### config.mk
export PLATFORM = sky130hd
export DESIGN_NAME = mem_req_arbiter
export DESIGN_NICKNAME = d
export VERILOG_FILES = /design/src/rtl/mem_arb_pkg.sv /design/src/rtl/arb_id_fifo.sv /design/src/rtl/mem_req_arbiter.sv
export SDC_FILE = /design/constraint.sdc
export NUM_CORES = 1
export LEC_CHECK = 0
export BUFFER_PORTS_ARGS = -buffer_cell sky130_fd_sc_hd__buf_2
export CAP_MARGIN = 40
export CORE_AREA = 2 2 125 127
export DETAILED_ROUTE_END_ITERATION = 10
export DIE_AREA = 0 0 127 129
export PLACE_DENSITY_LB_ADDON = 0.1
export SYNTH_ARGS = -nofsm -noshare
export SYNTH_HDL_FRONTEND = slang
export SYNTH_HIERARCHICAL = 1
export SYNTH_SLANG_ARGS = --single-unit
### constraint.sdc
create_clock -name clk -period 7.76 [get_ports clk]
set_input_delay 0.388 -clock clk [delete_from_list [all_inputs] [get_ports clk]]
set_output_delay 0.388 -clock clk [all_outputs]
set_load 0.03 [all_outputs]
### src/rtl/mem_arb_pkg.sv
// Shared types and constants for the memory request arbiter.
// Requester IDs, access-size encodings and the request-field bundle.
package mem_arb_pkg;

  localparam logic ARB_ID_INST = 1'b0;
  localparam logic ARB_ID_DATA = 1'b1;

  localparam logic [1:0] SIZE_B = 2'd0;
  localparam logic [1:0] SIZE_H = 2'd1;
  localparam logic [1:0] SIZE_W = 2'd2;

  localparam int ARB_AW = 32;
  localparam int ARB_DW = 32;

  typedef struct packed {
    logic              wr;
    logic [1:0]        size;
    logic [3:0]        wstrb;
    logic [ARB_AW-1:0] addr;
    logic [ARB_DW-1:0] wdata;
  } arb_req_t;

  typedef enum logic {
    LOCK_IDLE = 1'b0,
    LOCK_HELD = 1'b1
  } lock_state_e;

  function automatic logic other_id(input logic id);
    return ~id;
  endfunction

endpackage

### src/rtl/arb_id_fifo.sv
// In-order FIFO of 1-bit requester IDs for accepted-but-unanswered requests.
// Push and pop are ignored when full or empty respectively.
module arb_id_fifo import mem_arb_pkg::*; #(
  parameter int DEPTH = 4
) (
  input  logic                     clk,
  input  logic                     reset,
  input  logic                     push_i,
  input  logic                     pop_i,
  input  logic                     id_in_i,
  output logic                     head_o,
  output logic                     empty_o,
  output logic                     full_o,
  output logic [$clog2(DEPTH):0]   count_o
);

  localparam int PW = $clog2(DEPTH);
  localparam int CW = PW + 1;

  logic [DEPTH-1:0] id_q;
  logic [PW-1:0]    wr_ptr_q, wr_ptr_d;
  logic [PW-1:0]    rd_ptr_q, rd_ptr_d;
  logic [CW-1:0]    count_q, count_d;
  logic             do_push, do_pop;

  assign empty_o = (count_q == '0);
  assign full_o  = (count_q == CW'(DEPTH));
  assign head_o  = id_q[rd_ptr_q];
  assign count_o = count_q;

  assign do_push = push_i & ~full_o;
  assign do_pop  = pop_i & ~empty_o;

  always_comb begin
    wr_ptr_d = wr_ptr_q;
    rd_ptr_d = rd_ptr_q;
    count_d  = count_q;
    if (do_push) wr_ptr_d = wr_ptr_q + PW'(1);
    if (do_pop)  rd_ptr_d = rd_ptr_q + PW'(1);
    if (do_push && !do_pop)      count_d = count_q + CW'(1);
    else if (do_pop && !do_push) count_d = count_q - CW'(1);
  end

  always_ff @(posedge clk) begin
    if (reset) begin
      wr_ptr_q <= '0;
      rd_ptr_q <= '0;
      count_q  <= '0;
    end else begin
      wr_ptr_q <= wr_ptr_d;
      rd_ptr_q <= rd_ptr_d;
      count_q  <= count_d;
    end
  end

  // ID storage needs no reset: entries are only read behind a valid count.
  always_ff @(posedge clk) begin
    if (do_push) id_q[wr_ptr_q] <= id_in_i;
  end

endmodule

### src/rtl/mem_req_arbiter.sv
// Two-requester (inst/data) arbiter for one SRAM-like memory port with in-order response routing.
// Build option: define MEM_ARB_ROUND_ROBIN_EN for round-robin instead of data-over-inst priority.
//
// state     | meaning
// LOCK_IDLE | no grant held; owner chosen by priority policy each cycle
// LOCK_HELD | request visible but not yet accepted; owner frozen to lock_id_q
module mem_req_arbiter import mem_arb_pkg::*; #(
  parameter int DEPTH = 4,
  parameter int AW    = 32,
  parameter int DW    = 32
) (
  input  logic          clk,
  input  logic          reset,
  input  logic          inst_req_i,
  input  logic          inst_wr_i,
  input  logic [1:0]    inst_size_i,
  input  logic [3:0]    inst_wstrb_i,
  input  logic [AW-1:0] inst_addr_i,
  input  logic [DW-1:0] inst_wdata_i,
  output logic          inst_addr_ok_o,
  output logic          inst_data_ok_o,
  output logic [DW-1:0] inst_rdata_o,
  input  logic          data_req_i,
  input  logic          data_wr_i,
  input  logic [1:0]    data_size_i,
  input  logic [3:0]    data_wstrb_i,
  input  logic [AW-1:0] data_addr_i,
  input  logic [DW-1:0] data_wdata_i,
  output logic          data_addr_ok_o,
  output logic          data_data_ok_o,
  output logic [DW-1:0] data_rdata_o,
  output logic          mem_req_o,
  output logic          mem_wr_o,
  output logic [1:0]    mem_size_o,
  output logic [3:0]    mem_wstrb_o,
  output logic [AW-1:0] mem_addr_o,
  output logic [DW-1:0] mem_wdata_o,
  input  logic          mem_addr_ok_i,
  input  logic          mem_data_ok_i,
  input  logic [DW-1:0] mem_rdata_i
);

  lock_state_e state_q, state_d;
  logic        lock_id_q, lock_id_d;
  logic        pref_id, sel_id, grant_req;
  logic        accept, pop;
  logic        fifo_full, fifo_empty, head_id;
  logic [$clog2(DEPTH):0] fifo_count;
  arb_req_t    inst_f, data_f, mem_f;

  assign inst_f = '{wr: inst_wr_i, size: inst_size_i, wstrb: inst_wstrb_i,
                    addr: ARB_AW'(inst_addr_i), wdata: ARB_DW'(inst_wdata_i)};
  assign data_f = '{wr: data_wr_i, size: data_size_i, wstrb: data_wstrb_i,
                    addr: ARB_AW'(data_addr_i), wdata: ARB_DW'(data_wdata_i)};

`ifdef MEM_ARB_ROUND_ROBIN_EN
  logic rr_q, rr_d;

  always_comb begin
    rr_d = rr_q;
    if (accept) rr_d = other_id(sel_id);
  end

  always_ff @(posedge clk) begin
    if (reset) rr_q <= ARB_ID_INST;
    else       rr_q <= rr_d;
  end

  assign pref_id = (inst_req_i && data_req_i) ? rr_q
                 : (data_req_i ? ARB_ID_DATA : ARB_ID_INST);
`else
  assign pref_id = data_req_i ? ARB_ID_DATA : ARB_ID_INST;
`endif

  always_ff @(posedge clk) begin
    if (reset) begin
      state_q   <= LOCK_IDLE;
      lock_id_q <= ARB_ID_INST;
    end else begin
      state_q   <= state_d;
      lock_id_q <= lock_id_d;
    end
  end

  always_comb begin
    state_d   = state_q;
    lock_id_d = lock_id_q;
    case (state_q)
      LOCK_IDLE: begin
        if (mem_req_o && !mem_addr_ok_i) begin
          state_d   = LOCK_HELD;
          lock_id_d = sel_id;
        end
      end
      LOCK_HELD: begin
        if (accept) state_d = LOCK_IDLE;
      end
      default: state_d = LOCK_IDLE;
    endcase
  end

  always_comb begin
    sel_id    = (state_q == LOCK_HELD) ? lock_id_q : pref_id;
    grant_req = (sel_id == ARB_ID_DATA) ? data_req_i : inst_req_i;
    mem_f     = (sel_id == ARB_ID_DATA) ? data_f : inst_f;
  end

  // No full bypass: a same-cycle pop does not free a slot for this cycle's request.
  assign mem_req_o   = grant_req & ~fifo_full;
  assign mem_wr_o    = mem_f.wr;
  assign mem_size_o  = mem_f.size;
  assign mem_wstrb_o = mem_f.wstrb;
  assign mem_addr_o  = AW'(mem_f.addr);
  assign mem_wdata_o = DW'(mem_f.wdata);

  assign accept         = mem_req_o & mem_addr_ok_i;
  assign inst_addr_ok_o = accept & (sel_id == ARB_ID_INST);
  assign data_addr_ok_o = accept & (sel_id == ARB_ID_DATA);

  assign pop            = mem_data_ok_i & ~fifo_empty;
  assign inst_data_ok_o = pop & (head_id == ARB_ID_INST);
  assign data_data_ok_o = pop & (head_id == ARB_ID_DATA);
  assign inst_rdata_o   = mem_rdata_i;
  assign data_rdata_o   = mem_rdata_i;

  arb_id_fifo #(.DEPTH(DEPTH)) u_fifo (
    .clk     (clk),
    .reset   (reset),
    .push_i  (accept),
    .pop_i   (pop),
    .id_in_i (sel_id),
    .head_o  (head_id),
    .empty_o (fifo_empty),
    .full_o  (fifo_full),
    .count_o (fifo_count)
  );

endmodule
== After elaboration in Yosys (flattened, before gate mapping) ==
Cells that the tools add are included.
Storage, ports and cells
  bits in registers: 13
  input port bits: 180
  output and inout bits: 140
  logic and storage cells: 52
Operators by class
  $add $sub $neg: 4
  order comparisons: 3
  equal/unequal tests: 1
  multiplexer cells: 14
  bitwise logic cells: 14
  reduce and logical (&&, ||, !) cells: 10
Operator list (count)
  71-bit two-way mux: 1
  1-bit bitwise AND: 9
  1-bit two-way mux: 7
  2-bit by 3-bit less-than comparator with 1-bit output (second input constant): 2
  3-bit two-way mux: 2
  1-bit inverter: 5
  2-bit by 1-bit adder with 2-bit output (second input constant): 2
  4-bit bitwise mux: 1
  1-bit logical AND: 4
  3-bit by 1-bit adder with 3-bit output (second input constant): 1
  3-bit equality test (second input constant): 1
  1-bit zero test: 3
  3-bit zero test: 1
  3-bit by 1-bit subtractor with 3-bit output (second input constant): 1
  1-bit binary-select mux with 2-bit select: 1
  1-bit demux with 2-bit select: 1
  2-bit by 1-bit >= comparator with 1-bit output (second input constant): 1
  1-bit case mux with 2 select lines: 1
  2-bit AND reduction: 1
  2-bit nonzero test: 1

== Longest topological paths before layout ==
  depth in word-level cells: 10
  depth in mapped cells: 10
  mapped depth without buffers: 10

== Modules after synthesis ==
The synthesis kept the hierarchy.
By module, submodules not included
  mem_req_arbiter: instances 1, cells each 162, area an instance 1491.4 um^2, sequential area each 40.0 um^2
  arb_id_fifo: instances 1, cells each 50, area an instance 565.5 um^2, sequential area each 260.2 um^2

== Worst setup path after synthesis ==
Ideal clock, no wire load.
  kind: register to register
  start point: register lock_id_q
  end point: register u_fifo.count_q[2], in the netlist u_fifo/count_o[2]
  library setup time: 0.070 ns
  data arrival time: 2.463 ns
  required time: 7.690 ns
  path slack: 5.227 ns
  stages on the path, launching flop included: 11
  buffers on the path: 0
  period minus slack after synthesis: 2.533 ns
  path through: dfxtp_1 > mux2i_1 > a2111oi_2 > inv_1 > nor2_2 > ha_1 > inv_1 > fa_1 > xor2_1 > or3_1 > a21oi_1
Between the ends
  longest elaborated chain between the ends: 8
  elaborated cells between the ends (all ways): 10
  classes of those cells: mux: 3; bitwise: 3; reduce/logical: 4
Ends and longest elaborated chain
  start: declaration: line mem_req_arbiter.sv:44  | logic lock_id_q, lock_id_d;
  start signal: assignment: line mem_req_arbiter.sv:81  | lock_id_q <= lock_id_d;
  1-bit two-way mux (*): line mem_req_arbiter.sv:103  | sel_id = (state_q == LOCK_HELD) ? lock_id_q : pref_id;
  1-bit two-way mux (*): line mem_req_arbiter.sv:104  | grant_req = (sel_id == ARB_ID_DATA) ? data_req_i : inst_req_i;
  1-bit bitwise AND (*): line mem_req_arbiter.sv:109  | assign mem_req_o = grant_req & ~fifo_full;
  1-bit bitwise AND (*): line mem_req_arbiter.sv:116  | assign accept = mem_req_o & mem_addr_ok_i;
  named net accept: line mem_req_arbiter.sv:46  | logic accept, pop;
  1-bit bitwise AND (*): line arb_id_fifo.sv:31  | assign do_push = push_i & ~full_o;
  named net u_fifo.do_push: line arb_id_fifo.sv:24  | logic do_push, do_pop;
  1-bit zero test: line arb_id_fifo.sv:41  | else if (do_pop && !do_push) count_d = count_q - CW'(1);
  1-bit logical AND: line arb_id_fifo.sv:41
  2-bit nonzero test (no source line)
  end signal: assignment: line arb_id_fifo.sv:52  | count_q <= count_d;
  end: declaration: line arb_id_fifo.sv:23  | logic [CW-1:0] count_q, count_d;
Mark *: on every way through the listed nets, which the timed path passes. The rest lies on a longest branch.
A chain may end at the register's enable or synchronous reset.

==> flow_metrics.py <==
metrics = {
    "sta": {
        "fin_skew_ns": 0.000694,
        "worst_pin_slew_ns": 0.575,
        "maxSlewViolCount": 0,
        "setup_violations": 0,
        "setup_tns_ns": 0,
        "final_hold_viol_count": 0,
        "fmax_mhz": 333,
        "slew-limit-headroom": 0.609,
        "fin_crit_sh": 0.387,
        "min_period_ns": 3.01,
        "fin_ws_ns": 4.75,
        "rsz0062_at_grt": "false",
        "fin_hold_ws_ns": 0.433,
    },
    "synth": {
        "ys_warn_count": 6,
        "synth_top_family_by_area": "multiplexers",
        "ys_seq_area_frac": 0.146,
        "syn-num-nets": 398,
        "synthMuxAreaShare": 0.420,
        "synth_cell_types": 32,
        "avgSynthCellArea_um2": 9.70,
        "synthSimpleGateAreaFrac": 0.0645,
        "yosys.area_share.xor_xnor": 0.0170,
        "synthCells": 212,
        "synth_adder_area_share": 0.0401,
        "synth-seq-cells": 13,
        "synth_compound_area_frac": 0.0468,
        "post_synth_instance_area_um2": 2060,
    },
    "floorplan": {
        "start_util": 0.137,
        "dieHeight_um": 129,
        "chipWidth_um": 127,
        "core_area_um2": 15000,
        "rows": 45,
        "die-area_um2": 16400,
        "io_pins": 320,
    },
    "global_routing": {
        "grt_pass1_wl_um": 12900,
        "grt_use_met2": 0.178,
        "grt_overflow": 0,
        "busiest_layer": "met2",
        "track_usage": 0.106,
        "antenna_found_initial": 0,
        "grt_max_degree": 47,
        "grt_use_met1": 0.135,
        "grt_pass1_vias": 2085,
        "grt_use_met3": 0.0358,
    },
    "place": {
        "place_hpwl_um": 8460,
        "routabilityCongestion": 0.792,
        "port_buffers": 223,
        "post_dp_cell_area_um2": 2920,
        "place_ws_ns": 4.87,
    },
    "clock_network": {
        "cts.clk_slew.worst_paths_ns": 0.05,
        "clockBufferDepth": 2,
        "cts_resized": 0,
        "ctsHoldBuffers": 0,
        "clock_latency_ns": 0.24,
        "clock-sinks": 13,
        "cts_inserted_buffers": 3,
        "cts_tree": "built",
        "post_cts_buffers": 0,
        "root_buffer": "clkbuf_16",
        "h-tree-depth": 1,
    },
    "worst_setup_path": {
        "cp.buffers_inverters": 3,
        "end_kind": "output port",
        "cp_cell_sequence": "mux2i_4 -> buf_16 -> buf_4 -> mux2_1 -> buf_2",
        "rr_startpoint": "u_fifo/count_o[0]$_SDFFE_PP0P_",
        "crit_family": "multiplexers",
        "crit_slowest_cell": "mux2i_4",
        "r2r_slack_ns": 4.96,
        "r2r_cells": 10,
        "crit_required_ns": 7.37,
        "cp_max_fo": 46,
        "crit_arrival_ns": 2.62,
        "critPathLaunchType": "flip-flop",
        "slowest_delay_ns": 0.59,
        "criticalPathCategory": "reg -> out",
        "r2r_end": "u_fifo/count_o[2]$_SDFFE_PP0P_",
    },
    "job": {
        "drv_cap": 0,
    },
    "hold_path": {
        "hold_end": "lock_id_q$_SDFFE_PP0P_",
        "hp-start": "data_req_i",
        "whs_path_depth": 3,
        "hold_path.class": "in -> reg",
    },
    "layout": {
        "layout_commonest_cell": "buf_2",
        "fin_nets": 556,
        "area.growth.synth_to_final_pct": 46.1,
        "layout_common_cells": "buf_2, mux2_1, dfxtp_1",
        "final_area_um2": 3010,
        "drive_gt1_frac": 0.648,
    },
    "power": {
        "leakagePower_nw": 1.52,
        "pwr_density_cell_nw_per_um2": 192,
        "vdd_drop_max_mv": 0.0646,
    },
    "routing": {
        "vias": 2046,
        "drtIter0Drc": 22,
        "firstDrtPassIters": 6,
        "final_antenna_net_count": 0,
        "routedWlPerCell_um": 16.5,
        "wirelength_um": 9230,
        "via_per_inst": 3.67,
        "drcViolationCount": 0,
    },
    "run_status": {
        "status": "finished, final reports clean",
    },
}
-- tightest hold or removal path: stages --
cell and delay (ns):
buf_2 0.13, nand2_1 0.06, a21oi_1 0.05
-- kinds of logic after synthesis --
kind of cell	Yosys count
buf+inv	79
mux	75
simple gates	23
flops	13
compound gates	12
fa+ha+maj	6
xor+xnor	4
-- cells in the mapped netlist --
cell / count / area, um2
nor2b_1: 2 / 12.5
mux2_1: 68 / 766
nand2_1: 1 / 3.75
mux4_2: 1 / 22.5
mux2_2: 3 / 33.8
nor2_2: 1 / 6.26
and2_1: 7 / 43.8
mux2i_1: 2 / 20.0
buf_4: 64 / 480
a211oi_1: 1 / 7.51
a21oi_1: 3 / 15.0
a21bo_2: 1 / 10.0
or3_1: 2 / 12.5
or4_1: 1 / 7.51
o21ba_2: 1 / 10.0
fa_1: 1 / 20.0
buf_2: 7 / 35.0
mux2i_4: 1 / 22.5
nor3b_2: 1 / 12.5
nor3_1: 3 / 15.0
edfxtp_1: 4 / 120
nor2_1: 5 / 18.8
o311ai_0: 1 / 8.76
xor2_1: 4 / 35.0
a2111oi_2: 1 / 15.0
o21ai_0: 2 / 10.0
o31ai_2: 1 / 12.5
dfxtp_1: 9 / 180
clkbuf_1: 1 / 3.75
ha_1: 5 / 62.6
inv_1: 7 / 26.3
o31ai_1: 1 / 7.51
-- stage by stage --
stage / instances / utilization / power (mW)
floorplan: 212 / - / 0.415
global placement: 552 / 0.193 / 0.482
detailed placement: 553 / 0.195 / 0.486
CTS: 557 / 0.201 / 0.589
global route: 557 / 0.201 / 0.617
finish: 558 / 0.201 / 0.578
-- routing by layer --
layer	vias to the layer above	part of all wire	wire [um]
met3	5	0.087	803
met1	907	0.43	3920
met2	145	0.48	4460
met4	0	0.0051	47
met5	-	0	0
li1	989	-	-
-- worst max path at each step --
stage | cells past startpoint | to | startpoint
4_1_cts | 5 | mem_addr_o[17] | flip-flop
5_1_grt | 5 | mem_addr_o[17] | flip-flop
3_3_place_gp | 4 | mem_addr_o[17] | flip-flop
3_5_place_dp | 11 | u_fifo/count_o[2]$_SDFFE_PP0P_ | data_req_i
6_report | 5 | mem_wdata_o[18] | flip-flop
2_1_floorplan | 10 | u_fifo/count_o[2]$_SDFFE_PP0P_ | lock_id_q$_SDFFE_PP0P_
-- power by group --
| group | internal, mW | total [mW] | switching [mW] |
|---|---|---|---|
| Sequential | 0.0845 | 0.103 | 0.0181 |
| Clock | 0.0694 | 0.0992 | 0.0298 |
| Combinational | 0.144 | 0.376 | 0.232 |
| Total | 0.298 | 0.578 | 0.279 |
-- layout make-up --
class	count	area (um2)
sequential	13	300
tap	188	235
inverter	7	26.3
timing repair buffer	225	1150
multi-input combinational	120	1210
antenna	1	2.50
clock buffer	4	78.8
fill	1697	12000
-- registers in the layout, summed over array words and instances (netlist names), named ones only --
name	cells
u_fifo/rd_ptr_q	2
u_fifo/count_o	3
u_fifo/id_q	4
u_fifo/wr_ptr_q	2
lock_id_q	1
(Power assumes the default switching activity.)
